$ cat src/rtl/genie_merge_rr_pkg.sv
// Shared definitions for the round-robin packet merge.
// Holds the select-width helper and the lock state encoding.
package genie_pkg;

    function automatic int clog2(input int n);
        int r;
        r = 0;
        while ((1 << r) < n) r++;
        return r;
    endfunction

    typedef enum logic {
        IDLE   = 1'b0,
        LOCKED = 1'b1
    } state_e;

endpackage

$ cat src/rtl/genie_merge_rr_arb.sv
// Rotating-priority picker: first requester at or after ptr_i,
// found by scanning the request vector doubled and shifted down.
module genie_rr_arb
    import genie_pkg::*;
#(
    parameter  int N    = 2,
    localparam int SELW = (clog2(N) < 1) ? 1 : clog2(N)
) (
    input  logic [N-1:0]    req_i,
    input  logic [SELW-1:0] ptr_i,
    output logic [SELW-1:0] gnt_idx_o,
    output logic            gnt_any_o
);

    logic [2*N-1:0] dbl;
    logic [2*N-1:0] rot;
    int             off;
    int             sum;

    assign dbl = {req_i, req_i};
    assign rot = dbl >> ptr_i;

    always_comb begin
        gnt_any_o = |req_i;
        off       = 0;
        for (int k = N - 1; k >= 0; k--) begin
            if (rot[k]) off = k;
        end
        sum = int'(ptr_i) + off;
        if (sum >= N) sum = sum - N;
        gnt_idx_o = SELW'(sum);
    end

endmodule

$ cat src/rtl/genie_merge_rr.sv
// N-to-1 packet merge with round-robin arbitration and per-packet lock.
// The output stage is a single register with a skid-free load enable.
module genie_merge_rr
    import genie_pkg::*;
#(
    parameter  int N     = 2,
    parameter  int WIDTH = 1,
    localparam int SELW  = (clog2(N) < 1) ? 1 : clog2(N)
) (
    input  logic                 clk,
    input  logic                 reset,
    input  logic [N*WIDTH-1:0]   i_data,
    input  logic [N-1:0]         i_valid,
    input  logic [N-1:0]         i_eop,
    output logic [N-1:0]         o_ready,
    output logic [WIDTH-1:0]     o_data,
    output logic                 o_valid,
    output logic                 o_eop,
    output logic [SELW-1:0]      o_src,
    input  logic                 i_ready
);

    state_e            state_q, state_d;
    logic [SELW-1:0]   ptr_q, ptr_d;
    logic [SELW-1:0]   lock_q, lock_d;
    logic [WIDTH-1:0]  data_q, data_d;
    logic              valid_q, valid_d;
    logic              eop_q, eop_d;
    logic [SELW-1:0]   src_q, src_d;

    logic [SELW-1:0]   arb_idx;
    logic              arb_any;
    logic [SELW-1:0]   g;
    logic [SELW-1:0]   g_nxt;
    logic              gnt_any;
    logic              ld;
    logic              xfer;
    logic              gnt_eop;
    logic [WIDTH-1:0]  gnt_data;

    genie_rr_arb #(
        .N (N)
    ) u_arb (
        .req_i     (i_valid),
        .ptr_i     (ptr_q),
        .gnt_idx_o (arb_idx),
        .gnt_any_o (arb_any)
    );

    assign ld       = !valid_q | i_ready;
    assign g        = (state_q == LOCKED) ? lock_q : arb_idx;
    assign gnt_any  = (state_q == LOCKED) | arb_any;
    assign gnt_data = i_data[g*WIDTH +: WIDTH];
    assign gnt_eop  = i_eop[g];
    assign g_nxt    = (int'(g) == N - 1) ? '0 : g + SELW'(1);

    // A locked grant is offered even when the owner has a gap.
    always_comb begin
        o_ready = '0;
        if (!reset && ld && gnt_any) o_ready[g] = 1'b1;
    end

    assign xfer = i_valid[g] & o_ready[g];

    always_comb begin
        state_d = state_q;
        ptr_d   = ptr_q;
        lock_d  = lock_q;
        data_d  = data_q;
        valid_d = valid_q;
        eop_d   = eop_q;
        src_d   = src_q;
        if (ld) begin
            valid_d = xfer;
            if (xfer) begin
                data_d = gnt_data;
                eop_d  = gnt_eop;
                src_d  = g;
            end
        end
        if (xfer) begin
            unique case (state_q)
                IDLE: begin
                    if (gnt_eop) begin
                        ptr_d = g_nxt;
                    end else begin
                        state_d = LOCKED;
                        lock_d  = g;
                    end
                end
                LOCKED: begin
                    if (gnt_eop) begin
                        state_d = IDLE;
                        ptr_d   = g_nxt;
                    end
                end
            endcase
        end
    end

    always_ff @(posedge clk or posedge reset) begin
        if (reset) begin
            state_q <= IDLE;
            ptr_q   <= '0;
            lock_q  <= '0;
            data_q  <= '0;
            valid_q <= 1'b0;
            eop_q   <= 1'b0;
            src_q   <= '0;
        end else begin
            state_q <= state_d;
            ptr_q   <= ptr_d;
            lock_q  <= lock_d;
            data_q  <= data_d;
            valid_q <= valid_d;
            eop_q   <= eop_d;
            src_q   <= src_d;
        end
    end

    assign o_data  = data_q;
    assign o_valid = valid_q;
    assign o_eop   = eop_q;
    assign o_src   = src_q;

endmodule

$ cat config.mk
export PLATFORM = sky130hd
export DESIGN_NAME = genie_merge_rr
export DESIGN_NICKNAME = d
export VERILOG_FILES = /design/src/rtl/genie_merge_rr_pkg.sv /design/src/rtl/genie_merge_rr_arb.sv /design/src/rtl/genie_merge_rr.sv
export SDC_FILE = /design/constraint.sdc
export NUM_CORES = 1
export LEC_CHECK = 0
export CAP_MARGIN = 40
export CORE_AREA = 2 2 39 41
export CTS_BUF_LIST = sky130_fd_sc_hd__clkbuf_4 sky130_fd_sc_hd__clkbuf_8
export DETAILED_ROUTE_END_ITERATION = 10
export DIE_AREA = 0 0 41 43
export PLACE_DENSITY_LB_ADDON = 0.12
export SLEW_MARGIN = 20
export SYNTH_ARGS = -nofsm -noshare
export SYNTH_HDL_FRONTEND = slang
export SYNTH_SLANG_ARGS = --single-unit
$ cat constraint.sdc
create_clock -name clk -period 1.62 [get_ports clk]
set_clock_uncertainty 0.15 [all_clocks]
set_input_delay 0.324 -clock clk [delete_from_list [all_inputs] [get_ports clk]]
set_output_delay 0.324 -clock clk [all_outputs]
set_load 0.05 [all_outputs]
==> reports/metrics.yaml, run 1 <==
drt:
  initialDrtViolationCount: 7
  ant_nets: 0
  drc: 0
  dr.pass1.iters: 4
  wl_mm: 1.18
  wl_per_cell_um: 12.4
  vias: 485
  vias_per_cell: 5.11
logic_synthesis:
  yosys_warnings: 0
  avgSynthCellArea_um2: 9.86
  syn_area_um2: 424
  synthDistinctLibCells: 24
  seq_area_frac_synth_pct: 41.3
  syn_nets: 52
  synthCells: 43
  synth-seq-cells: 7
die:
  start_util_pct: 30.7
  chipHeight_um: 43
  die_w_um: 41
  fp.coreArea_um2: 1380
  io_pins: 15
  dieArea_um2: 1760
  row_count: 14
worst_setup_path:
  cp-startpoint: "i_ready"
  crit_type: "in2out"
  rr_endpoint: "o_data"
  critical_path_arrival_ps: 1410
  start_kind: "primary input"
  r2r_cells: 5
  r2r-start: "state_q"
  r2r_slack_ps: -60
  cp-end-kind: "output pin"
  critPathCapture: "o_ready[0]"
  worstPathRequired_ps: 1150
  worstPathMaxFanout: 6
global_routing:
  grt_first_pass_wirelength_mm: 2.01
  grt_usage_pct: 16.8
  grt_pass1_vias: 472
  gr-total-overflow: 0
  grt_max_degree: 8
  antenna_found_initial: 0
cells_and_area:
  fin_area_um2: 848
  fin_nets: 89
  final_cells: 95
  antennaDiodeCount: 0
  fillCellCount: 125
  area_delta_synth_final_pct: 100
  layout-drive-gt1-share_pct: 49.4
clock_tree:
  cts.sinks: 7
  clk_pin_slew_ps: 60
  clk_latency_ps: 260
  cts_hold_buf: 0
  cts.path.max_buffers: 2
  cts_tree: "done"
  cts-root-buf: "clkbuf_4"
  cts_buffers: 3
  cts_htree_levels: 1
timing:
  max_freq_mhz: 530
  drv_slew: 0
  rsz0062_at_grt: "true"
  period_needed_ps: 1890
  tightest_slew_ps: 466
  hold_viol: 0
  period_share_pct: 116
  relSlewSlack_pct: 68.9
  setup_ws_ps: -267
  setup_viol: 7
power:
  p_comb_share_pct: 66.0
  leakagePower_nw: 0.381
  seqPwrFrac_pct: 21.7
  power_density_nw_per_um2: 1760
  internal_power_mw: 0.889
  switching_share_pct: 40.6
  switchingPower_mw: 0.608
  vdd_drop_max_v: 0.000845
  p_clk_share_pct: 12.2
placement:
  dpl.cell_count: 88
  numPortBuffers: 14
  place_area_um2: 796
  hpwl_um: 951
  gp_congestion: 0.772
outcome:
  status: "finished with violations"
  violations: "negative setup slack"
hold_path:
  hold_class: "in2async"
flow_run:
  max_cap_viol_count: 0
[layout by cell type (no fill, tap or decap), types with 2 or more instances in the layout]
| cell | instances |
|---|---|
| buf_4 | 18 |
| dfrtp_1 | 6 |
| buf_12 | 6 |
| clkdlybuf4s50_1 | 5 |
| nor2_1 | 4 |
| a21oi_1 | 4 |
| clkbuf_4 | 4 |
| o21ai_0 | 3 |
| nor2b_4 | 2 |
| nand2b_1 | 2 |
[worst min-delay path by stage]
stage / from / end / slack (ps) / depth (start not counted)
floorplan: reset / lock_q / -20 / 1
global placement: o_src / o_src / 430 / 1
detailed placement: o_src / o_src / 410 / 1
CTS: reset / state_q / 230 / 3
global route: reset / state_q / 270 / 3
finish: reset / state_q / 230 / 3
[power groups by stage]
stage	Combinational [mW]	Sequential (mW)	Clock, mW
final	0.989	0.325	0.183
after global routing	1.05	0.336	0.199
after CTS	0.997	0.326	0.187
after detailed placement	0.937	0.326	0
after global placement	0.931	0.328	0
after floorplan	0.317	0.460	0
[worst max-delay path: stages]
cell	delay [ps]
clkdlybuf4s50_1	500
nor2b_4	70
a2111oi_4	330
buf_12	180
[stage by stage]
step	power (mW)	utilization, %	setup slack, ps	setup TNS [ps]	hold slack (ps)
floorplan	0.777	-	-234	-266	-22.7
finish	1.50	61.3	-267	-689	225
global placement	1.26	57.5	-569	-4580	427
global route	1.59	61.3	-327	-1200	269
detailed placement	1.26	57.5	-607	-4760	414
CTS	1.51	61.3	-320	-748	227
[cell families (layout without fill, tap and decap cells)]
family                 count (synthesis)  count (layout)  synth area share (%)
multiplexers                           1               1                  2.36
buffers and inverters                  2              38                  1.77
AO/OA/AOI/OAI                         21              21                  40.1
flip-flops                             7               7                  41.3
AND/OR/NAND/NOR                       12              12                  14.5
[cell usage after synthesis]
| cell | number | area share (%) |
|---|---|---|
| and2_1 | 1 | 1.5 |
| nand2b_1 | 2 | 2.9 |
| a21oi_1 | 4 | 4.7 |
| inv_1 | 2 | 1.8 |
| o21ai_0 | 4 | 4.7 |
| a32o_1 | 1 | 2.4 |
| dfrtp_1 | 7 | 41 |
| nor2b_1 | 2 | 2.9 |
| a2111oi_2 | 1 | 3.5 |
| or4_1 | 1 | 1.8 |
| o21bai_1 | 1 | 1.8 |
| o21ba_1 | 1 | 2.4 |
| a2111oi_0 | 1 | 2.1 |
| nand2_1 | 2 | 1.8 |
| mux2i_1 | 1 | 2.4 |
| a22o_1 | 1 | 2.1 |
| a31oi_1 | 1 | 1.5 |
| o211ai_2 | 1 | 2.9 |
| a21boi_1 | 1 | 1.8 |
| nor2_1 | 4 | 3.5 |
| a31oi_2 | 1 | 2.9 |
| o211a_1 | 1 | 2.4 |
| o311a_1 | 1 | 2.4 |
| a2111o_1 | 1 | 2.7 |
[per-layer routing]
| layer | vias up | GRT usage [%] | part of all wire [%] |
|---|---|---|---|
| li1 | 242 | - | - |
| met1 | 226 | 23.6 | 47 |
| met2 | 15 | 25.0 | 47 |
| met3 | 2 | 1.57 | 4.2 |
| met4 | 0 | 8.00 | 1.2 |
| met5 | - | 0 | 0 |
[registers in the layout (all words and copies together), names as in the netlist]
register  count
ptr_q         1
state_q       1
o_valid       1
o_src         1
lock_q        1
o_data        1
o_eop         1
[cell type report]
cell class,instances,area [um^2],share of cell area (%)
repair buffers,32,335,39.5
multi-input cells,34,279,32.9
flip-flops and latches,7,176,20.8
clock buffers,4,30.0,3.54
well taps,16,20.0,2.36
inverters,2,7.51,0.885
[repair_timing]
| action | in CTS | in global routing |
|---|---|---|
| cloned | 0 | 0 |
| hold endpoints to repair | 0 | 0 |
| resized for setup | 8 | 0 |
| pin swaps | 4 | 1 |
| setup endpoints to repair | 9 | 8 |
| buffers inserted | 3 | 0 |
No activity file was read; power rests on OpenSTA's default activity.
==> run 2, diff against run 1 <==
PLACE_DENSITY = 0.73   (was unset)
PLACE_DENSITY_LB_ADDON = unset   (was 0.12)
==> reports/metrics.yaml, run 2 (synthesis results as in run 1) <==
drt:
  wl_mm: 1.30
  vias_per_cell: 5.23
  vias: 471
  dr.pass1.iters: 4
  initialDrtViolationCount: 8
  ant_nets: 0
  drc: 0
  wl_per_cell_um: 14.4
clock_tree:
  cts_tree: "done"
  cts.path.max_buffers: 2
  cts_htree_levels: 1
  cts_hold_buf: 0
  cts_buffers: 3
  cts.sinks: 7
  clk_pin_slew_ps: 60
  clk_latency_ps: 270
  cts-root-buf: "clkbuf_4"
hold_path:
  hold_class: "in2async"
die:
  dieArea_um2: 1760
  fp.coreArea_um2: 1380
  row_count: 14
  die_w_um: 41
  chipHeight_um: 43
  start_util_pct: 30.7
  io_pins: 15
timing:
  tightest_slew_ps: 457
  relSlewSlack_pct: 69.5
  hold_viol: 0
  setup_ws_ps: -289
  drv_slew: 0
  rsz0062_at_grt: "true"
  period_share_pct: 118
  max_freq_mhz: 524
  setup_viol: 7
  period_needed_ps: 1910
  fin_tns_setup_ps: -768
worst_setup_path:
  worstPathMaxFanout: 6
  crit_type: "in2out"
  critical_path_arrival_ps: 1430
  cp_cell_sequence: "clkdlybuf4s50_1 > nor2b_4 > a2111oi_4 > buf_12"
  cpMaxStageDelayCell: "clkdlybuf4s50_1"
  critPathBufInv: 2
  slowest_delay_ps: 500
  cp-end-kind: "output pin"
  worstPathRequired_ps: 1150
  critPathTopFamily: "buffers and inverters"
  start_kind: "primary input"
cells_and_area:
  layout-drive-gt1-share_pct: 48.6
  final_cell_mix: "buf_4 (12), buf_12 (6), clkdlybuf4s50_1 (5), dfrtp_1 (5)"
  antennaDiodeCount: 0
  area_delta_synth_final_pct: 95.0
  final_common_cell: "buf_4"
  fin_nets: 84
  final_cells: 90
  fillCellCount: 112
global_routing:
  grt_first_pass_wirelength_mm: 2.02
  grt_usage_pct: 18.0
  grt_max_degree: 8
  gr-total-overflow: 0
  antenna_found_initial: 0
  grt_pass1_vias: 462
outcome:
  violations: "negative setup slack"
  status: "finished with violations"
placement:
  pre_cts_slack_ps: -611
  dpl.cell_count: 81
  hpwl_um: 890
  gp_congestion: 0.858
  numPortBuffers: 14
power:
  vdd_drop_max_v: 0.000685
  power.total_mw: 1.49
  power_density_nw_per_um2: 1800
  leakagePower_nw: 0.360
flow_run:
  max_cap_viol_count: 0
==> run 2: changes by cell type in the layout (fill, tap and decap cells not counted), sizes merged <==
cell | previous run | this run
buf | 24 | 19
==> run 2: final timing paths <==
kind,start,slack [ps],cells past startpoint,to
max,i_ready,-290,4,o_ready[0]
min reg2reg,o_src,430,1,o_src
min in group clk,i_valid[1],350,2,o_src
max in group asynchronous,reset,950,2,state_q
min,reset,120,2,o_src
max reg2reg,state_q,-60,4,lock_q
==> run 2: cell type report <==
cell class | count | area (um^2) | area share (%)
Timing Repair Buffer | 27 | 303 | 36.6
Multi-Input combinational cell | 34 | 289 | 34.9
Sequential cell | 7 | 178 | 21.5
Clock buffer | 4 | 30.0 | 3.63
Tap cell | 16 | 20.0 | 2.42
Inverter | 2 | 7.51 | 0.908
==> run 2: power breakdown <==
group          internal [mW]  leakage, nW  switching (mW)
Clock                  0.112       0.0184          0.0768
Combinational          0.501        0.262           0.463
Sequential             0.252       0.0795          0.0837
Total                  0.865        0.360           0.624
==> run 2: what timing repair did <==
action,4_1_cts,5_1_grt
pin swaps,4,3
setup buffers,4,1
setup endpoints to repair,8,8
gates resized for setup,8,3
==> run 2: metrics by stage <==
stage                     area, um^2  util [%]  hold slack (ps)
after floorplan                  463         -            -22.7
after global placement           743      53.7              400
after detailed placement         743      53.7              406
after CTS                        805      58.1              114
after global routing             827      59.8              143
final                            827      59.8              117
==> run 2: metal layers <==
metal  track usage (%)  vias up  wire length (um)
met3              6.28        2                42
met2              26.3        9               679
li1                  -      228                 -
met1              21.9      232               559
met5                 0        -                 0
met4              10.0        0                16
==> run 2: worst register-to-register path, stage by stage (launching register included) <==
cell and delay, ps:
dfrtp_2 430, buf_4 160, or4_1 550, o21ba_1 190
a21oi_1 120
==> edit: new RTL, settings of run 1 <==
Make the reset (`reset`) synchronous in one clocked block.
--- a/src/rtl/genie_merge_rr.sv
+++ b/src/rtl/genie_merge_rr.sv
@@ -98,7 +98,7 @@
         end
     end
 
-    always_ff @(posedge clk or posedge reset) begin
+    always_ff @(posedge clk) begin
         if (reset) begin
             state_q <= IDLE;
             ptr_q   <= '0;
Check against the original RTL: differs if reset is asserted again (counterexample within 4 cycles, from zero or initial values and one cycle with reset high); with reset held inactive, the same outputs for 10 cycles.
==> edit against run 1 <==
The flow still finishes with violations (setup timing). Cell count up 17%. Setup slack better by 32 ps. Synthesized area rose by 14%. Count of clock-buffer cells in the layout did not move. Routed wire length rose by 29%. Sequential share of layout area shrank 5.0 points. Final area increased by 12%. Global-route usage grew 4.6 points. Via count rose by 18%. Non-clock buffer count is 1 higher. Sequential cell count did not move.
Power is not compared: it rests on default switching activity, and its combinational part moved more than twofold at a synthesized area within 25%.
==> edit: results (changes against run 1) <==
highest-delay cell along the critical path = sky130_fd_sc_hd__dfxtp_2
asr flop ratio synth = 0% (-100 points)
GRT Util Overall = 21.4% (+4.6 points)
violations in the final reports = setup timing
class of the worst hold path = in -> reg
count of endpoints failing setup in the final report = 2 (-5)
CP Max Fanout = 4 (-2)
number of global-route vias before repair = 560 (+19%)
Clock Root Buffer = sky130_fd_sc_hd__clkbuf_4
min setup slack post-route = -236 ps (+31.5 ps)
max incr delay on CP = 340 ps (-160 ps)
standby leakage power = 0.000401 uW
first-pass GRT wire length = 2530 um (+25%)
Critical Path Start = ptr_q
proportion of synthesized chip area in sequential cells = 28.9% (-12 points)
violation count after the first detailed-route iteration = 3 (-4)
syn avg cell area = 7.94 sq um (-20%)
insertion delay to the later sink of the worst-skew pair = 250 ps
cell types occupying the most area after synthesis = sky130_fd_sc_hd__dfxtp_1, sky130_fd_sc_hd__nor2_1, sky130_fd_sc_hd__a2111oi_4, sky130_fd_sc_hd__or3_1, sky130_fd_sc_hd__mux2i_1
clock input transition at the sequential cells of the worst setup and hold paths = 60 ps (about the same)
Port-buffer cells = 14 (unchanged)
via density per instance = 5.15 (+0.94%)
RR Startpoint = lock_q
number of search-and-repair iterations in the first detailed-routing pass = 4 (unchanged)
net count of the mapped netlist = 70 (+35%)
crit path to = o_ready[1]
buffers from clock root to sink, at most = 2 (unchanged)
Ant. Diodes = 0 (unchanged)
VDD IR-drop max = 860 uV
pin count of the biggest net entering global routing = 12 (+4)
Slew HR = 80.9% (+12 points)
Synthesis Warnings = 0 (unchanged)
number of non-filler instances in the completed layout = 111 (+17%)
predominant post-synthesis flop cell = sky130_fd_sc_hd__dfxtp_1
depth of the most critical reg-to-reg path = 5 (unchanged)
Post-synth top cells = sky130_fd_sc_hd__nor2_1, sky130_fd_sc_hd__dfxtp_1, sky130_fd_sc_hd__nand2_1, sky130_fd_sc_hd__or3_1, sky130_fd_sc_hd__inv_1
total instance count after detailed placement = 104 (+18%)
number of H-tree levels = 1 (unchanged)
capturing point of the worst reg2reg path = state_q
status = complete, but fails checks
Post-Place Setup Slack = -618 ps (-10.8 ps)
weighted congestion reported at the end of routability-driven placement = 0.810 (+4.9%)
Detail Placement HPWL = 1090 um (+14%)
number of antenna violations at the first check in global routing = 0 (unchanged)
fraction of layout instances using a drive strength above 1 = 49.5% (+0.11 points)
R2R Setup Slk = 40 ps (+100 ps)
Cell variety after synth = 31 (+29%)
Routed wire per std cell = 13.7 um (+11%)
-- edit: power by group --
part	internal [uW]	total [uW]	switching (uW)
Clock	111	184	72.9
Sequential	196	219	23.5
Combinational	241	449	208
Total	548	852	304
-- edit: area by class of cell --
class / count / area, sq um
inverter: 3 / 11.3
timing repair buffer: 33 / 357
tap: 16 / 20.0
clock buffer: 4 / 30.0
multi-input combinational: 48 / 380
fill: 115 / 435
sequential: 7 / 150
-- edit: repair_timing --
item,CTS,global route
endpoints found under the setup margin,8,7
buffers inserted,1,2
cloned,0,0
resized for setup,14,5
hold buffers,0,0
hold endpoints to repair,0,0
pin swaps,5,6
-- edit: how the worst min path moves through the flow --
stage           from      end  depth (start not counted)  slack (ps)
2_1_floorplan  reset  o_valid                          3         360
3_3_place_gp   o_src    o_src                          2         360
3_5_place_dp   o_src    o_src                          2         360
4_1_cts        o_src    o_src                          2         380
5_1_grt        reset   o_data                          3         350
6_report       reset   o_data                          3         340
-- edit: logic make-up after synthesis --
| group | Yosys count | synth area share [%] |
|---|---|---|
| compound gates | 18 | 31.5 |
| buf+inv | 6 | 4.91 |
| mux | 2 | 4.13 |
| simple gates | 28 | 30.5 |
| flops | 7 | 28.9 |
-- edit: worst max-delay path: cells and delay by family (launching register included) --
family	cells	cell delay (ps)
AO/OA/AOI/OAI	1	280
buffers and inverters	1	140
flip-flops	1	340
AND/OR/NAND/NOR	3	380
-- edit: per-layer routing --
layer	vias to the layer above	share of wire [%]	routed length, um	track usage, %
li1	293	-	-	-
met1	266	45	683	27.8
met2	11	51	783	32.8
met3	2	2.4	37	6.81
met4	0	1.2	18	6.00
met5	-	0	0	0
-- edit: through the flow --
stage / setup TNS (ps) / area, sq um / utilization [%]
after floorplan: -108 / 539 / -
after global placement: -4290 / 866 / 62.6
after detailed placement: -4680 / 866 / 62.6
after CTS: -551 / 931 / 67.3
after global routing: -639 / 948 / 68.5
final: -454 / 948 / 68.5
